$ cat src/rtl/vga_draw_arbiter.sv
// vga_draw_arbiter
// Shares the single VGA adapter pixel-write port among NUM_REQ drawing
// requesters. A round-robin winner is chosen in IDLE, its solid-colour
// rectangle is latched, and DRAW streams one pixel per clock in raster order.
//
// Optional feature macro: DRAW_ARB_CLIP_EN
//   defined   -> pixels whose 9-bit x/y sum falls outside SCREEN_W x SCREEN_H
//                are emitted with plot_out = 0 (the cycle is still consumed)
//   undefined -> coordinates wrap modulo 256 and every drawn pixel is plotted
//
// All outputs are registered. Each output register is loaded with the value
// for the pixel that will be on the port in the following cycle, so the grant
// cycle already carries pixel (x0, y0).
module vga_draw_arbiter #(
  parameter int NUM_REQ  = 4,
  parameter int SCREEN_W = 160,
  parameter int SCREEN_H = 120
) (
  input  logic                   clk,
  input  logic                   resetn,
  input  logic [NUM_REQ-1:0]     req,
  input  logic [8*NUM_REQ-1:0]   req_x,
  input  logic [8*NUM_REQ-1:0]   req_y,
  input  logic [8*NUM_REQ-1:0]   req_w,
  input  logic [8*NUM_REQ-1:0]   req_h,
  input  logic [9*NUM_REQ-1:0]   req_colour,
  output logic [NUM_REQ-1:0]     gnt,
  output logic [NUM_REQ-1:0]     done,
  output logic                   busy,
  output logic [7:0]             x_out,
  output logic [7:0]             y_out,
  output logic [8:0]             colour_out,
  output logic                   plot_out
);

  localparam int LGW = (NUM_REQ > 1) ? $clog2(NUM_REQ) : 1;

  // Refuse to elaborate with a requester count or screen size the 8-bit
  // coordinate datapath and packed request buses cannot represent.
  generate
    if (NUM_REQ < 2 || NUM_REQ > 8 || SCREEN_W < 1 || SCREEN_W > 256 ||
        SCREEN_H < 1 || SCREEN_H > 256) begin : g_bad_cfg
      $error("vga_draw_arbiter: unsupported parameter set");
    end
  endgenerate

  typedef enum logic {
    IDLE = 1'b0,
    DRAW = 1'b1
  } state_t;

  state_t state, next_state;

  // Latched rectangle and raster position of the pixel currently on the port
  logic [LGW-1:0] last_granted;
  logic [LGW-1:0] cur_idx;
  logic [7:0]     rect_x, rect_y, rect_w, rect_h;
  logic [8:0]     rect_col;
  logic [7:0]     cx, cy;

  // Round-robin winner
  logic           any_req;
  logic [LGW-1:0] win_idx;
  logic [7:0]     win_x, win_y, win_w, win_h;
  logic [8:0]     win_col;

  // Current-pixel status
  logic cur_zero;
  logic cur_last;

  // Next-cycle datapath values
  logic           grant;
  logic           emit;
  logic [LGW-1:0] n_idx, n_last;
  logic [7:0]     n_rect_x, n_rect_y, n_rect_w, n_rect_h;
  logic [8:0]     n_rect_col;
  logic [7:0]     n_cx, n_cy;

  // Next-cycle pixel and output values
  logic [7:0]         pix_x, pix_y;
  logic               on_screen;
  logic               n_zero;
  logic               n_is_last;
  logic [NUM_REQ-1:0] n_gnt, n_done;
  logic               n_busy;
  logic [7:0]         n_x, n_y;
  logic [8:0]         n_col;
  logic               n_plot;

  assign cur_zero = (rect_w == 8'd0) || (rect_h == 8'd0);
  assign cur_last = cur_zero ||
                    ((cx == rect_w - 8'd1) && (cy == rect_h - 8'd1));

  // Pick the first requester after last_granted (wrapping), then mux its rectangle
  always_comb begin
    any_req = 1'b0;
    win_idx = '0;
    for (int i = 0; i < NUM_REQ; i++) begin
      if (!any_req && req[i] && (i > int'(last_granted))) begin
        any_req = 1'b1;
        win_idx = LGW'(i);
      end
    end
    for (int i = 0; i < NUM_REQ; i++) begin
      if (!any_req && req[i]) begin
        any_req = 1'b1;
        win_idx = LGW'(i);
      end
    end
    win_x   = '0;
    win_y   = '0;
    win_w   = '0;
    win_h   = '0;
    win_col = '0;
    for (int i = 0; i < NUM_REQ; i++) begin
      if (LGW'(i) == win_idx) begin
        win_x   = req_x[8*i +: 8];
        win_y   = req_y[8*i +: 8];
        win_w   = req_w[8*i +: 8];
        win_h   = req_h[8*i +: 8];
        win_col = req_colour[9*i +: 9];
      end
    end
  end

  // State register
  always_ff @(posedge clk) begin
    if (!resetn) begin
      state <= IDLE;
    end else begin
      state <= next_state;
    end
  end

  // Next-state logic plus the raster counters and rectangle latch that follow it
  always_comb begin
    next_state = state;
    grant      = 1'b0;
    emit       = 1'b0;
    n_idx      = cur_idx;
    n_last     = last_granted;
    n_rect_x   = rect_x;
    n_rect_y   = rect_y;
    n_rect_w   = rect_w;
    n_rect_h   = rect_h;
    n_rect_col = rect_col;
    n_cx       = cx;
    n_cy       = cy;
    case (state)
      IDLE: begin
        if (any_req) begin
          next_state = DRAW;
          grant      = 1'b1;
          emit       = 1'b1;
          n_idx      = win_idx;
          n_last     = win_idx;
          n_rect_x   = win_x;
          n_rect_y   = win_y;
          n_rect_w   = win_w;
          n_rect_h   = win_h;
          n_rect_col = win_col;
          n_cx       = 8'd0;
          n_cy       = 8'd0;
        end
      end
      DRAW: begin
        if (cur_last) begin
          next_state = IDLE;
        end else begin
          emit = 1'b1;
          if (cx == rect_w - 8'd1) begin
            n_cx = 8'd0;
            n_cy = cy + 8'd1;
          end else begin
            n_cx = cx + 8'd1;
          end
        end
      end
      default: next_state = IDLE;
    endcase
  end

`ifdef DRAW_ARB_CLIP_EN
  localparam logic [8:0] SCREEN_W9 = 9'(SCREEN_W);
  localparam logic [8:0] SCREEN_H9 = 9'(SCREEN_H);
  logic [8:0] sum_x, sum_y;

  // Full 9-bit pixel sums so off-screen pixels can be suppressed, not wrapped
  always_comb begin
    sum_x     = {1'b0, n_rect_x} + {1'b0, n_cx};
    sum_y     = {1'b0, n_rect_y} + {1'b0, n_cy};
    pix_x     = sum_x[7:0];
    pix_y     = sum_y[7:0];
    on_screen = (sum_x < SCREEN_W9) && (sum_y < SCREEN_H9);
  end
`else
  // Coordinates wrap modulo 256 and every drawn pixel reaches the adapter
  always_comb begin
    pix_x     = n_rect_x + n_cx;
    pix_y     = n_rect_y + n_cy;
    on_screen = 1'b1;
  end
`endif

  // Output values for the next cycle: grant/done pulses, busy and the pixel itself
  always_comb begin
    n_zero    = (n_rect_w == 8'd0) || (n_rect_h == 8'd0);
    n_is_last = n_zero ||
                ((n_cx == n_rect_w - 8'd1) && (n_cy == n_rect_h - 8'd1));
    n_gnt  = '0;
    n_done = '0;
    n_busy = 1'b0;
    n_plot = 1'b0;
    n_x    = x_out;
    n_y    = y_out;
    n_col  = colour_out;
    if (grant) begin
      n_gnt = NUM_REQ'(1) << n_idx;
    end
    if (emit) begin
      n_busy = 1'b1;
      n_x    = pix_x;
      n_y    = pix_y;
      n_col  = n_rect_col;
      n_plot = !n_zero && on_screen;
      if (n_is_last) begin
        n_done = NUM_REQ'(1) << n_idx;
      end
    end
  end

  // Datapath and output registers
  always_ff @(posedge clk) begin
    if (!resetn) begin
      last_granted <= LGW'(NUM_REQ - 1);
      cur_idx      <= '0;
      rect_x       <= '0;
      rect_y       <= '0;
      rect_w       <= '0;
      rect_h       <= '0;
      rect_col     <= '0;
      cx           <= '0;
      cy           <= '0;
      gnt          <= '0;
      done         <= '0;
      busy         <= 1'b0;
      x_out        <= '0;
      y_out        <= '0;
      colour_out   <= '0;
      plot_out     <= 1'b0;
    end else begin
      last_granted <= n_last;
      cur_idx      <= n_idx;
      rect_x       <= n_rect_x;
      rect_y       <= n_rect_y;
      rect_w       <= n_rect_w;
      rect_h       <= n_rect_h;
      rect_col     <= n_rect_col;
      cx           <= n_cx;
      cy           <= n_cy;
      gnt          <= n_gnt;
      done         <= n_done;
      busy         <= n_busy;
      x_out        <= n_x;
      y_out        <= n_y;
      colour_out   <= n_col;
      plot_out     <= n_plot;
    end
  end

endmodule

$ cat config.mk
export PLATFORM = sky130hd
export DESIGN_NAME = vga_draw_arbiter
export DESIGN_NICKNAME = d
export VERILOG_FILES = /design/src/rtl/vga_draw_arbiter.sv
export SDC_FILE = /design/constraint.sdc
export NUM_CORES = 1
export LEC_CHECK = 0
export CAP_MARGIN = 15
export CORE_UTILIZATION = 52
export DETAILED_ROUTE_END_ITERATION = 12
export GPL_TIMING_DRIVEN = 0
export PLACE_DENSITY_LB_ADDON = 0.15
export SYNTH_ARGS = -nofsm -noshare
export SYNTH_HDL_FRONTEND = slang
export SYNTH_SLANG_ARGS = --single-unit
$ cat constraint.sdc
create_clock -name clk -period 12.2 [get_ports clk]
set_input_delay 1.22 -clock clk [delete_from_list [all_inputs] [get_ports clk]]
set_output_delay 1.22 -clock clk [all_outputs]
set_load 0.01 [all_outputs]
==> flow_results.xml, run 1 <==
<?xml version="1.0" encoding="UTF-8"?>
<metrics>
  <group name="detailed_routing">
    <metric name="detail_route.drc_violations" unit="">0</metric>
    <metric name="routed_via_density" unit="">5.85</metric>
    <metric name="final_wl" unit="um">23600</metric>
    <metric name="drt.antenna.violating_nets" unit="">0</metric>
    <metric name="routed_wire_length_per_instance" unit="um">18.0</metric>
    <metric name="drt_iter0_drc" unit="">516</metric>
    <metric name="vias" unit="">7642</metric>
    <metric name="drt-pass1-iter-count" unit="">5</metric>
  </group>
  <group name="die">
    <metric name="fp.dieArea" unit="sq um">13300</metric>
    <metric name="ios" unit="">205</metric>
    <metric name="start_util" unit="%">53.2</metric>
    <metric name="die_width" unit="um">115</metric>
    <metric name="die-height" unit="um">115</metric>
    <metric name="num_rows" unit="">41</metric>
    <metric name="core_area" unit="sq um">12600</metric>
  </group>
  <group name="critical_path">
    <metric name="timing.critical_path.max_delay_family" unit="">compound AO/OA/AOI/OAI gates</metric>
    <metric name="crit_path_max_fanout" unit="">10</metric>
    <metric name="timing_worst_setup_path_type" unit="">in -&gt; reg</metric>
    <metric name="path_cells" unit="">clkdlybuf4s50_1, nor2b_1, a211o_1, a21oi_1, clkbuf_1, clkbuf_1, clkbuf_1, o21ai_0, a21oi_1, a21oi_1, o21ai_0, ha_1, a21o_1, a21oi_1, o21bai_1, a21oi_1, o21bai_1, a21oi_1, xnor2_1, xnor2_1, nand2_1, a21oi_1</metric>
    <metric name="cp-start-kind" unit="">input port</metric>
    <metric name="timing.critical_path.arrival" unit="ns">6.57</metric>
    <metric name="crit_slowest_cell" unit="">clkdlybuf4s50_1</metric>
    <metric name="worstSetupEndpointType" unit="">flop</metric>
    <metric name="worst_path_required_time" unit="ns">12.48</metric>
    <metric name="cp_common_cell" unit="">a21oi_1</metric>
    <metric name="cp_slowest_stage_delay" unit="ns">0.50</metric>
    <metric name="cp_num_buf_inv" unit="">4</metric>
  </group>
  <group name="clock_tree">
    <metric name="cts_repair_resize_count" unit="">0</metric>
    <metric name="clock_tree.buffer_depth" unit="">2</metric>
    <metric name="tritoncts.num_buffers" unit="">9</metric>
    <metric name="clock_insertion_delay_worst_skew" unit="ns">0.35</metric>
    <metric name="cts.htree.levels" unit="">3</metric>
    <metric name="clkSinkCount" unit="">96</metric>
    <metric name="cts_tree" unit="">done</metric>
    <metric name="path_clk_slew" unit="ns">0.07</metric>
    <metric name="cts_setup_buffers" unit="">0</metric>
    <metric name="cts.hold.buffers_added" unit="">0</metric>
    <metric name="cts_root_buf" unit="">clkbuf_16</metric>
  </group>
  <group name="sta">
    <metric name="finalSetupTns" unit="ns">0</metric>
    <metric name="finalSetupViolCount" unit="">0</metric>
    <metric name="worst_pin_slew" unit="ns">0.859</metric>
    <metric name="fin_worst_skew" unit="ns">0.00853</metric>
    <metric name="timing_max_transition_violations_final" unit="">0</metric>
    <metric name="max_slew_margin" unit="%">41.8</metric>
    <metric name="grt_setup_unrepaired" unit="">no</metric>
    <metric name="timing_hold_violations_final" unit="">0</metric>
    <metric name="final.min_clock_period" unit="ns">6.29</metric>
    <metric name="fmaxAchievable" unit="MHz">159</metric>
    <metric name="timing.final.crit_share" unit="%">51.6</metric>
  </group>
  <group name="synthesis">
    <metric name="ys.warnings.count" unit="">0</metric>
    <metric name="asyncSetResetFlopFracSynth" unit="%">0</metric>
    <metric name="post_synth_main_area_contributors" unit="">dfxtp_1, nand2_1, a21oi_1</metric>
    <metric name="synth.largest_area_cell" unit="">dfxtp_1</metric>
    <metric name="postSynthNetCount" unit="">1109</metric>
    <metric name="synth.lib_cells_used.distinct" unit="">80</metric>
    <metric name="seq_area_frac_synth" unit="%">28.7</metric>
    <metric name="synthFlopType" unit="">dfxtp_1</metric>
    <metric name="synth.top_cell.area_share" unit="%">28.7</metric>
    <metric name="postSynthCellCount" unit="">915</metric>
    <metric name="post_synth_instance_area" unit="sq um">6690</metric>
    <metric name="synth_commonest_cells" unit="">nand2_1, a21oi_1, dfxtp_1</metric>
    <metric name="synth.most_common_cell" unit="">nand2_1</metric>
    <metric name="synth-seq-cells" unit="">96</metric>
    <metric name="synth_area_per_cell" unit="sq um">7.31</metric>
    <metric name="synth-edff-count" unit="">0</metric>
  </group>
  <group name="layout">
    <metric name="final.fill_count" unit="">1020</metric>
    <metric name="final_area" unit="sq um">9230</metric>
    <metric name="syn_to_final_growth" unit="%">38.0</metric>
    <metric name="finish.net_count" unit="">1323</metric>
    <metric name="num_antenna_cells" unit="">0</metric>
    <metric name="post_route_cells_drive_above_1_share" unit="%">4.32</metric>
  </group>
  <group name="placement">
    <metric name="io_buffer_count" unit="">203</metric>
    <metric name="detailed_place.area" unit="sq um">8940</metric>
    <metric name="place_congestion" unit="">0.954</metric>
    <metric name="post-dp-hpwl" unit="um">18800</metric>
  </group>
  <group name="run_status">
    <metric name="run_status" unit="">finished clean</metric>
  </group>
  <group name="global_route">
    <metric name="wire_length_of_the_first_global_routing_pass" unit="um">35900</metric>
    <metric name="grt_max_degree" unit="">19</metric>
    <metric name="initial_antenna_violation_count" unit="">0</metric>
    <metric name="vias_in_the_first_global_route" unit="">7121</metric>
    <metric name="grtUsageTotal" unit="%">35.6</metric>
    <metric name="globalRouteOverflowTotal" unit="">0</metric>
  </group>
  <group name="hold_path">
    <metric name="worst_min_delay_path_category" unit="">reg -&gt; reg</metric>
  </group>
  <group name="run">
    <metric name="drv.max_cap_violation_count" unit="">0</metric>
  </group>
  <group name="power_and_ir_drop">
    <metric name="reported_leakage_power" unit="nW">3.48</metric>
    <metric name="vdd_drop_max" unit="V">0.0000776</metric>
    <metric name="powerDensity" unit="nW/um^2">132</metric>
  </group>
</metrics>
## path summary, 6_finish.rpt
| path | start | slack, ns | to | cells after the start |
|---|---|---|---|---|
| setup / recovery | req[1] | 5.91 | y_out[7]$_SDFFE_PN0N_ | 22 |
| hold / removal | x_out[3]$_SDFFE_PN0N_ | 0.46 | x_out[3]$_SDFFE_PN0N_ | 2 |
| setup reg to reg | last_granted[1]$_SDFFE_PN1P_ | 6.77 | y_out[7]$_SDFFE_PN0N_ | 22 |
| hold reg to reg | x_out[3]$_SDFFE_PN0N_ | 0.46 | x_out[3]$_SDFFE_PN0N_ | 2 |
## area by class of cell
type	count	area [sq um]	share of cell area, %
Buffer	60	253	2.74
Clock buffer	10	239	2.59
Clock inverter	6	57.6	0.623
Inverter	27	101	1.10
Multi-Input combinational cell	732	4410	47.8
Sequential cell	96	1920	20.8
Tap cell	172	215	2.33
Timing Repair Buffer	203	2030	22.0
## flip-flops by register name, summed over array words and instances (netlist names)
signal        count
done              4
rect_x            8
cx                8
x_out             8
state             1
rect_w            8
plot_out          1
colour_out        9
cur_idx           2
rect_y            8
rect_col          9
rect_h            8
gnt               4
cy                8
y_out             8
last_granted      2
## where the power goes
group	internal [mW]	total, mW	leakage [nW]	switching [mW]
clock	0.149	0.284	0.147	0.135
combinational	0.247	0.551	2.55	0.304
sequential	0.355	0.387	0.788	0.0321
## per-layer routing
metal  up-vias  track usage (%)  part of all wire (%)
li1       3661                -                     -
met3        75             5.49                   6.8
met5         -                0                     0
met1      3523             40.5                    38
met4         0             19.7                   5.4
met2       383             63.7                    49
## worst register-to-register path, delay by kind of cell (launching register included)
family / cells / cell delay, ns
DFF: 1 / 0.34
AOI/OAI and AO/OA: 11 / 2.70
adders and majority gates: 1 / 0.33
and+or+nand+nor: 3 / 0.40
xor gates and xnor gates: 2 / 0.33
buffers and inverters: 5 / 1.25
## through the flow
stage / utilization (%) / std cells / hold WS (ns) / total power, mW / worst slack (ns)
after floorplan: - / 915 / 0.476 / 0.730 / 7.16
after global placement: 71.1 / 1290 / 0.442 / 0.924 / 5.75
after detailed placement: 71.1 / 1290 / 0.448 / 0.933 / 5.70
after CTS: 73.5 / 1306 / 0.456 / 1.21 / 6.05
after global routing: 73.5 / 1306 / 0.470 / 1.28 / 5.56
final: 73.5 / 1306 / 0.459 / 1.22 / 5.91
## cell families after synthesis
logic type      after synthesis  synth area share (%)
fa+ha+maj                    24                  4.71
buf+inv                      87                  5.29
xor+xnor                     51                  7.30
mux                           8                  1.25
flops                        96                  28.7
compound gates              283                  26.9
simple gates                366                  25.8
## cell usage in the layout, fill, tap and decap left out, types with 5 or more instances in the layout
cell type        instances
clkdlybuf4s50_1        203
nand2_1                144
a21oi_1                103
dfxtp_1                 96
nor2_1                  88
o21ai_0                 63
clkbuf_1                47
xnor2_1                 41
and2_1                  39
inv_1                   26
ha_1                    22
nand3_1                 20
nor3_1                  13
nand4_1                 12
o21bai_1                10
nand2b_1                 9
clkbuf_16                9
o221ai_1                 8
a31oi_1                  8
or3_1                    7
o31ai_1                  7
a211oi_1                 7
xor2_1                   7
o211ai_1                 7
buf_2                    6
a2111oi_0                6
nor2b_1                  5
mux2i_1                  5
o21a_1                   5
a221oi_1                 5
a22o_1                   5
and3_1                   5
a21o_1                   5
o2bb2ai_1                5
Note: power is estimated with default switching activity, not from simulation.
==> run 2, diff against run 1 <==
- CORE_UTILIZATION: 52 -> 48
- clock period: 12.2 -> 6.1 ns (I/O delays scaled with it)
==> run 2 against run 1 <==
  * Hold slack worse by 0.0023 ns
  * Critical path type unchanged
  * Largest cell class unchanged
  * Non-clock buffer count unchanged
  * Routed wire length down 1.5%
  * Clock-buffer cell count down 1
==> flow_results.xml, run 2 (synthesis results as in run 1) <==
<?xml version="1.0" encoding="UTF-8"?>
<metrics>
  <group name="layout">
    <metric name="num_antenna_cells" unit="">0</metric>
    <metric name="final_common_cell" unit="">clkdlybuf4s50_1</metric>
    <metric name="fin_util" unit="%">69.2</metric>
    <metric name="instances_no_fill" unit="">1310</metric>
    <metric name="finish.net_count" unit="">1323</metric>
    <metric name="post_route_cells_drive_above_1_share" unit="%">4.32</metric>
    <metric name="syn_to_final_growth" unit="%">38.7</metric>
    <metric name="largestRegisters" unit="">colour_out: 9 flops, rect_col: 9 flops</metric>
    <metric name="layout.cells.most_common_list" unit="">clkdlybuf4s50_1, nand2_1, a21oi_1</metric>
  </group>
  <group name="critical_path">
    <metric name="timing.critical_path.arrival" unit="ns">5.87</metric>
    <metric name="worstSetupEndpointType" unit="">flop</metric>
    <metric name="cp-startpoint" unit="">req[1]</metric>
    <metric name="timing_worst_setup_path_type" unit="">in -&gt; reg</metric>
    <metric name="worst_path_required_time" unit="ns">6.39</metric>
    <metric name="crit_path_max_fanout" unit="">10</metric>
    <metric name="worst_r2r_path_depth" unit="">22</metric>
    <metric name="setup.reg_to_reg.worst_slack" unit="ns">0.80</metric>
    <metric name="cp-start-kind" unit="">input port</metric>
    <metric name="critical_path.reg2reg.endpoint" unit="">x_out[7]$_SDFFE_PN0N_</metric>
    <metric name="reg_to_reg_startpoint" unit="">last_granted[1]$_SDFFE_PN1P_</metric>
  </group>
  <group name="sta">
    <metric name="fin_worst_skew" unit="ns">0.00841</metric>
    <metric name="timing_hold_violations_final" unit="">0</metric>
    <metric name="finalSetupTns" unit="ns">0</metric>
    <metric name="max_slew_margin" unit="%">37.0</metric>
    <metric name="fmaxAchievable" unit="MHz">179</metric>
    <metric name="timing_max_transition_violations_final" unit="">0</metric>
    <metric name="timing.final.crit_share" unit="%">91.5</metric>
    <metric name="finalSetupViolCount" unit="">0</metric>
    <metric name="worst_hold_slack" unit="ns">0.456</metric>
    <metric name="grt_setup_unrepaired" unit="">no</metric>
    <metric name="final.min_clock_period" unit="ns">5.58</metric>
    <metric name="worst_pin_slew" unit="ns">0.930</metric>
  </group>
  <group name="clock_tree">
    <metric name="cts.htree.levels" unit="">3</metric>
    <metric name="clock_insertion_delay_worst_skew" unit="ns">0.36</metric>
    <metric name="cts.hold.buffers_added" unit="">0</metric>
    <metric name="tritoncts.num_buffers" unit="">9</metric>
    <metric name="clock_tree.buffer_depth" unit="">2</metric>
    <metric name="clkSinkCount" unit="">96</metric>
    <metric name="cts_root_buf" unit="">clkbuf_16</metric>
    <metric name="cts_tree" unit="">done</metric>
    <metric name="path_clk_slew" unit="ns">0.07</metric>
  </group>
  <group name="power_and_ir_drop">
    <metric name="vdd_drop_max" unit="V">0.000144</metric>
    <metric name="powerDensity" unit="nW/um^2">271</metric>
    <metric name="switching_power" unit="uW">940</metric>
    <metric name="p_sw_share" unit="%">37.4</metric>
    <metric name="share_comb_of_total_power" unit="%">44.0</metric>
    <metric name="relative_contribution_of_sequential_cells_to_total_power" unit="%">30.6</metric>
    <metric name="reported_leakage_power" unit="nW">3.50</metric>
    <metric name="share_clk_of_total_power" unit="%">25.4</metric>
    <metric name="power_report.internal_total" unit="mW">1.57</metric>
  </group>
  <group name="placement">
    <metric name="post-dp-hpwl" unit="um">18400</metric>
    <metric name="number_of_placed_instances_with_taps_included" unit="">1294</metric>
    <metric name="place_congestion" unit="">0.915</metric>
    <metric name="io_buffer_count" unit="">203</metric>
  </group>
  <group name="global_route">
    <metric name="globalRouteOverflowTotal" unit="">0</metric>
    <metric name="vias_in_the_first_global_route" unit="">7470</metric>
    <metric name="grt_max_degree" unit="">19</metric>
    <metric name="wire_length_of_the_first_global_routing_pass" unit="um">36800</metric>
    <metric name="initial_antenna_violation_count" unit="">0</metric>
    <metric name="grtUsageTotal" unit="%">33.0</metric>
  </group>
  <group name="detailed_routing">
    <metric name="routed_wire_length_per_instance" unit="um">17.7</metric>
    <metric name="vias" unit="">7521</metric>
    <metric name="routed_via_density" unit="">5.74</metric>
    <metric name="drt.antenna.violating_nets" unit="">0</metric>
    <metric name="drt-pass1-iter-count" unit="">5</metric>
    <metric name="drt_iter0_drc" unit="">612</metric>
    <metric name="detail_route.drc_violations" unit="">0</metric>
    <metric name="final_wl" unit="um">23200</metric>
  </group>
  <group name="run">
    <metric name="drv.max_cap_violation_count" unit="">0</metric>
  </group>
  <group name="die">
    <metric name="ios" unit="">205</metric>
    <metric name="fp.dieArea" unit="sq um">14400</metric>
    <metric name="num_rows" unit="">42</metric>
    <metric name="die_width" unit="um">120</metric>
    <metric name="core_area" unit="sq um">13400</metric>
    <metric name="die-height" unit="um">120</metric>
    <metric name="start_util" unit="%">49.9</metric>
  </group>
  <group name="hold_path">
    <metric name="hold_path_depth" unit="">2</metric>
    <metric name="min_to" unit="">y_out[3]$_SDFFE_PN0N_</metric>
    <metric name="worst_min_delay_path_category" unit="">reg -&gt; reg</metric>
    <metric name="hold_path_startpoint" unit="">y_out[3]$_SDFFE_PN0N_</metric>
  </group>
  <group name="run_status">
    <metric name="run_status" unit="">finished clean</metric>
  </group>
</metrics>
run 2: cell count changes in the layout (fill, tap and decap cells not counted), sizes merged:
cell,delta
bufinv,+2
inv,-1
clkbuf,-1
run 2: worst max-delay path by stage:
stage,depth (start not counted),to,slack [ns]
finish,22,x_out[7]$_SDFFE_PN0N_,0.52
global route,22,x_out[7]$_SDFFE_PN0N_,0.17
CTS,22,y_out[7]$_SDFFE_PN0N_,0.34
detailed placement,22,y_out[7]$_SDFFE_PN0N_,-0.006
global placement,22,y_out[7]$_SDFFE_PN0N_,0.09
floorplan,22,y_out[7]$_SDFFE_PN0N_,1.67
run 2: cell type report:
class | count | area (sq um)
multi-input cells | 732 | 4410
fillers | 1177 | 4120
repair buffers | 203 | 2030
flip-flops and latches | 96 | 1920
plain buffers | 60 | 253
clock buffers | 9 | 225
well taps | 176 | 220
clock inverters | 7 | 111
inverters | 27 | 101
run 2: power groups by stage:
stage | clock network [mW] | logic, mW | registers [mW]
2_1_floorplan | 0 | 0.678 | 0.782
3_3_place_gp | 0 | 1.07 | 0.781
3_5_place_dp | 0 | 1.09 | 0.782
4_1_cts | 0.641 | 1.10 | 0.768
5_1_grt | 0.664 | 1.21 | 0.778
6_report | 0.637 | 1.10 | 0.770
run 2: per-layer routing:
metal  wire length (um)  global-route usage, %  share of wire [%]  vias up
li1                   -                      -                  -     3662
met1               9030                   37.4                 39     3464
met2              11500                   59.2                 49      328
met3               1770                   6.46                7.6       67
met4                949                   14.8                4.1        0
met5                  0                      0                  0        -
run 2: worst max-delay path: stages:
cell,delay (ns)
clkdlybuf4s50_1,0.50
nor2b_1,0.23
a211o_1,0.32
a21oi_1,0.28
clkbuf_1,0.48
clkbuf_1,0.41
clkbuf_1,0.38
o21ai_0,0.15
a21oi_1,0.22
a21oi_1,0.09
o21ai_0,0.31
ha_1,0.29
a21o_1,0.17
a21oi_1,0.22
o21bai_1,0.10
a21oi_1,0.26
o21bai_1,0.11
a21oi_1,0.20
xnor2_1,0.16
xnor2_1,0.16
nand2_1,0.08
a21oi_1,0.14
run 2: what timing repair did:
action / 4_1_cts / 5_1_grt
setup endpoints to repair: 0 / 1
buffers inserted: 0 / 0
gates resized for setup: 0 / 1
run 2: through the flow:
step	power, mW	setup WS [ns]	cell area, sq um
6_report	2.51	0.521	9280
3_5_place_dp	1.87	-0.00579	8940
5_1_grt	2.65	0.173	9280
2_1_floorplan	1.46	1.67	6690
3_3_place_gp	1.85	0.0867	8940
4_1_cts	2.50	0.341	9280
==> run 3, diff against run 2 <==
- CORE_UTILIZATION: 48 -> 43
- HOLD_SLACK_MARGIN: unset -> 0.08
- clock period: 6.1 -> 5.1 ns (I/O delays scaled with it)
==> run 3 against run 2 <==
  * Clock skew about the same
  * Non-clock buffer count is the same
  * Global-route usage shrank 3.1 points
  * Register-to-register slack got worse by 0.47 ns
  * Largest cell class unchanged
  * Largest power group unchanged
  * Highest routed layer unchanged
==> flow_results.xml, run 3 (synthesis results as in run 1) <==
<?xml version="1.0" encoding="UTF-8"?>
<metrics>
  <group name="power_and_ir_drop">
    <metric name="vdd_drop_max" unit="V">0.000185</metric>
    <metric name="reported_leakage_power" unit="nW">3.54</metric>
    <metric name="powerDensity" unit="nW/um^2">315</metric>
    <metric name="post-layout-total-power" unit="mW">2.93</metric>
  </group>
  <group name="sta">
    <metric name="timing_max_transition_violations_final" unit="">0</metric>
    <metric name="grt_setup_unrepaired" unit="">yes</metric>
    <metric name="finalSetupViolCount" unit="">0</metric>
    <metric name="worst_pin_slew" unit="ns">0.873</metric>
    <metric name="final.min_clock_period" unit="ns">4.88</metric>
    <metric name="max_slew_margin" unit="%">41.1</metric>
    <metric name="finalSetupTns" unit="ns">0</metric>
    <metric name="fmaxAchievable" unit="MHz">205</metric>
    <metric name="worst_hold_slack" unit="ns">0.457</metric>
    <metric name="timing.final.crit_share" unit="%">95.7</metric>
    <metric name="timing_hold_violations_final" unit="">0</metric>
    <metric name="fin_worst_skew" unit="ns">0.00870</metric>
  </group>
  <group name="placement">
    <metric name="io_buffer_count" unit="">203</metric>
    <metric name="post-dp-hpwl" unit="um">18800</metric>
    <metric name="place_congestion" unit="">0.929</metric>
    <metric name="detailed_place.area" unit="sq um">8960</metric>
    <metric name="number_of_placed_instances_with_taps_included" unit="">1306</metric>
  </group>
  <group name="layout">
    <metric name="post_route_cells_drive_above_1_share" unit="%">6.44</metric>
    <metric name="layout.cells.most_common_list" unit="">clkdlybuf4s50_1, nand2_1, a21oi_1</metric>
    <metric name="final_common_cell" unit="">clkdlybuf4s50_1</metric>
    <metric name="finish.net_count" unit="">1323</metric>
    <metric name="syn_to_final_growth" unit="%">39.2</metric>
    <metric name="instances_no_fill" unit="">1322</metric>
    <metric name="final_area" unit="sq um">9310</metric>
    <metric name="largestRegisters" unit="">colour_out: 9 flops, rect_col: 9 flops</metric>
    <metric name="num_antenna_cells" unit="">0</metric>
  </group>
  <group name="global_route">
    <metric name="initial_antenna_violation_count" unit="">0</metric>
    <metric name="grtUsageTotal" unit="%">29.9</metric>
    <metric name="wire_length_of_the_first_global_routing_pass" unit="um">37300</metric>
    <metric name="vias_in_the_first_global_route" unit="">7332</metric>
    <metric name="grt_max_degree" unit="">20</metric>
    <metric name="globalRouteOverflowTotal" unit="">0</metric>
  </group>
  <group name="clock_tree">
    <metric name="tritoncts.num_buffers" unit="">9</metric>
    <metric name="cts_tree" unit="">done</metric>
    <metric name="clock_tree.buffer_depth" unit="">2</metric>
    <metric name="clkSinkCount" unit="">96</metric>
    <metric name="cts_root_buf" unit="">clkbuf_16</metric>
    <metric name="clock_insertion_delay_worst_skew" unit="ns">0.36</metric>
    <metric name="path_clk_slew" unit="ns">0.07</metric>
    <metric name="cts.htree.levels" unit="">3</metric>
  </group>
  <group name="die">
    <metric name="fp.dieArea" unit="sq um">16100</metric>
    <metric name="num_rows" unit="">45</metric>
    <metric name="start_util" unit="%">44.0</metric>
    <metric name="die_width" unit="um">127</metric>
    <metric name="ios" unit="">205</metric>
    <metric name="core_area" unit="sq um">15200</metric>
    <metric name="die-height" unit="um">127</metric>
  </group>
  <group name="detailed_routing">
    <metric name="final_wl" unit="um">23600</metric>
    <metric name="drt_iter0_drc" unit="">577</metric>
    <metric name="routed_wire_length_per_instance" unit="um">17.8</metric>
    <metric name="vias" unit="">7494</metric>
    <metric name="drt.antenna.violating_nets" unit="">0</metric>
    <metric name="detail_route.drc_violations" unit="">0</metric>
    <metric name="drt-pass1-iter-count" unit="">6</metric>
    <metric name="routed_via_density" unit="">5.67</metric>
  </group>
  <group name="critical_path">
    <metric name="crit_path_max_fanout" unit="">10</metric>
    <metric name="reg_to_reg_startpoint" unit="">last_granted[1]$_SDFFE_PN1P_</metric>
    <metric name="cp-start-kind" unit="">input port</metric>
    <metric name="timing_worst_setup_path_type" unit="">in -&gt; reg</metric>
    <metric name="worst_path_required_time" unit="ns">5.36</metric>
    <metric name="worstSetupEndpointType" unit="">flop</metric>
    <metric name="cp-startpoint" unit="">req[1]</metric>
    <metric name="timing.critical_path.arrival" unit="ns">5.14</metric>
  </group>
  <group name="hold_path">
    <metric name="hold_path_startpoint" unit="">y_out[7]$_SDFFE_PN0N_</metric>
    <metric name="worst_min_delay_path_category" unit="">reg -&gt; reg</metric>
  </group>
  <group name="run">
    <metric name="drv.max_cap_violation_count" unit="">0</metric>
  </group>
  <group name="run_status">
    <metric name="run_status" unit="">finished clean</metric>
  </group>
</metrics>
==> run 3: changes by cell type in the layout (fill, tap and decap cells not counted), sizes merged <==
cell	delta
clkbuf	+2
clkinv	+1
inv	+1
buf	-2
bufinv	-2
==> run 3: report_power, final <==
part           leakage [nW]  switching [mW]  internal, mW  total (mW)
Sequential            0.788          0.0758         0.848       0.924
Combinational          2.61           0.734         0.602        1.34
Clock                 0.144           0.328         0.342       0.670
==> run 3: area by class of cell <==
cell class	count	area, sq um
Clock inverter	7	62.6
Buffer	58	273
Tap cell	188	235
Timing Repair Buffer	205	2050
Fill cell	1429	5890
Inverter	27	101
Multi-Input combinational cell	732	4440
Sequential cell	96	1920
Clock buffer	9	225
==> run 3: worst max-delay path: stages <==
cell	delay [ns]
clkdlybuf4s50_1	0.57
buf_2	0.27
a21oi_1	0.06
o221ai_1	0.46
nor2_1	0.07
o311ai_0	0.74
a21boi_1	0.40
inv_1	0.21
ha_1	0.28
xnor2_1	0.23
xnor2_1	0.14
nand3_1	0.11
a2111oi_1	0.46
nand4_1	0.29
a211oi_1	0.32
==> run 3: metrics by stage <==
step / worst slack, ns / utilization (%)
3_5_place_dp: -0.941 / 58.9
3_3_place_gp: -0.865 / 58.9
4_1_cts: 0.00765 / 60.9
2_1_floorplan: 0.775 / -
5_1_grt: -0.0942 / 61.2
6_report: 0.219 / 61.2
==> run 3: repair_timing <==
| action | 4_1_cts | 5_1_grt |
|---|---|---|
| setup buffers | 0 | 2 |
| cloned | 0 | 0 |
| pin swaps | 0 | 1 |
| endpoints found under the setup margin | 5 | 10 |
| gates resized for setup | 9 | 29 |
| hold buffers | 0 | 0 |
==> run 3: worst paths after layout <==
| kind | endpoint | slack (ns) | cells past startpoint |
|---|---|---|---|
| worst max-delay path | done[3]$_SDFF_PN0_ | 0.22 | 15 |
| worst min-delay path | y_out[7]$_SDFFE_PN0N_ | 0.46 | 2 |
| worst max register to register | y_out[7]$_SDFFE_PN0N_ | 0.33 | 22 |
| worst min register to register | y_out[7]$_SDFFE_PN0N_ | 0.46 | 2 |
==> run 3: per-layer routing <==
layer / share of wire, % / global-route usage [%] / wire, um
met1: 41 / 35.2 / 9580
met2: 49 / 53.6 / 11500
met3: 6.6 / 4.85 / 1540
met4: 3.7 / 12.9 / 883
met5: 0 / 0 / 0
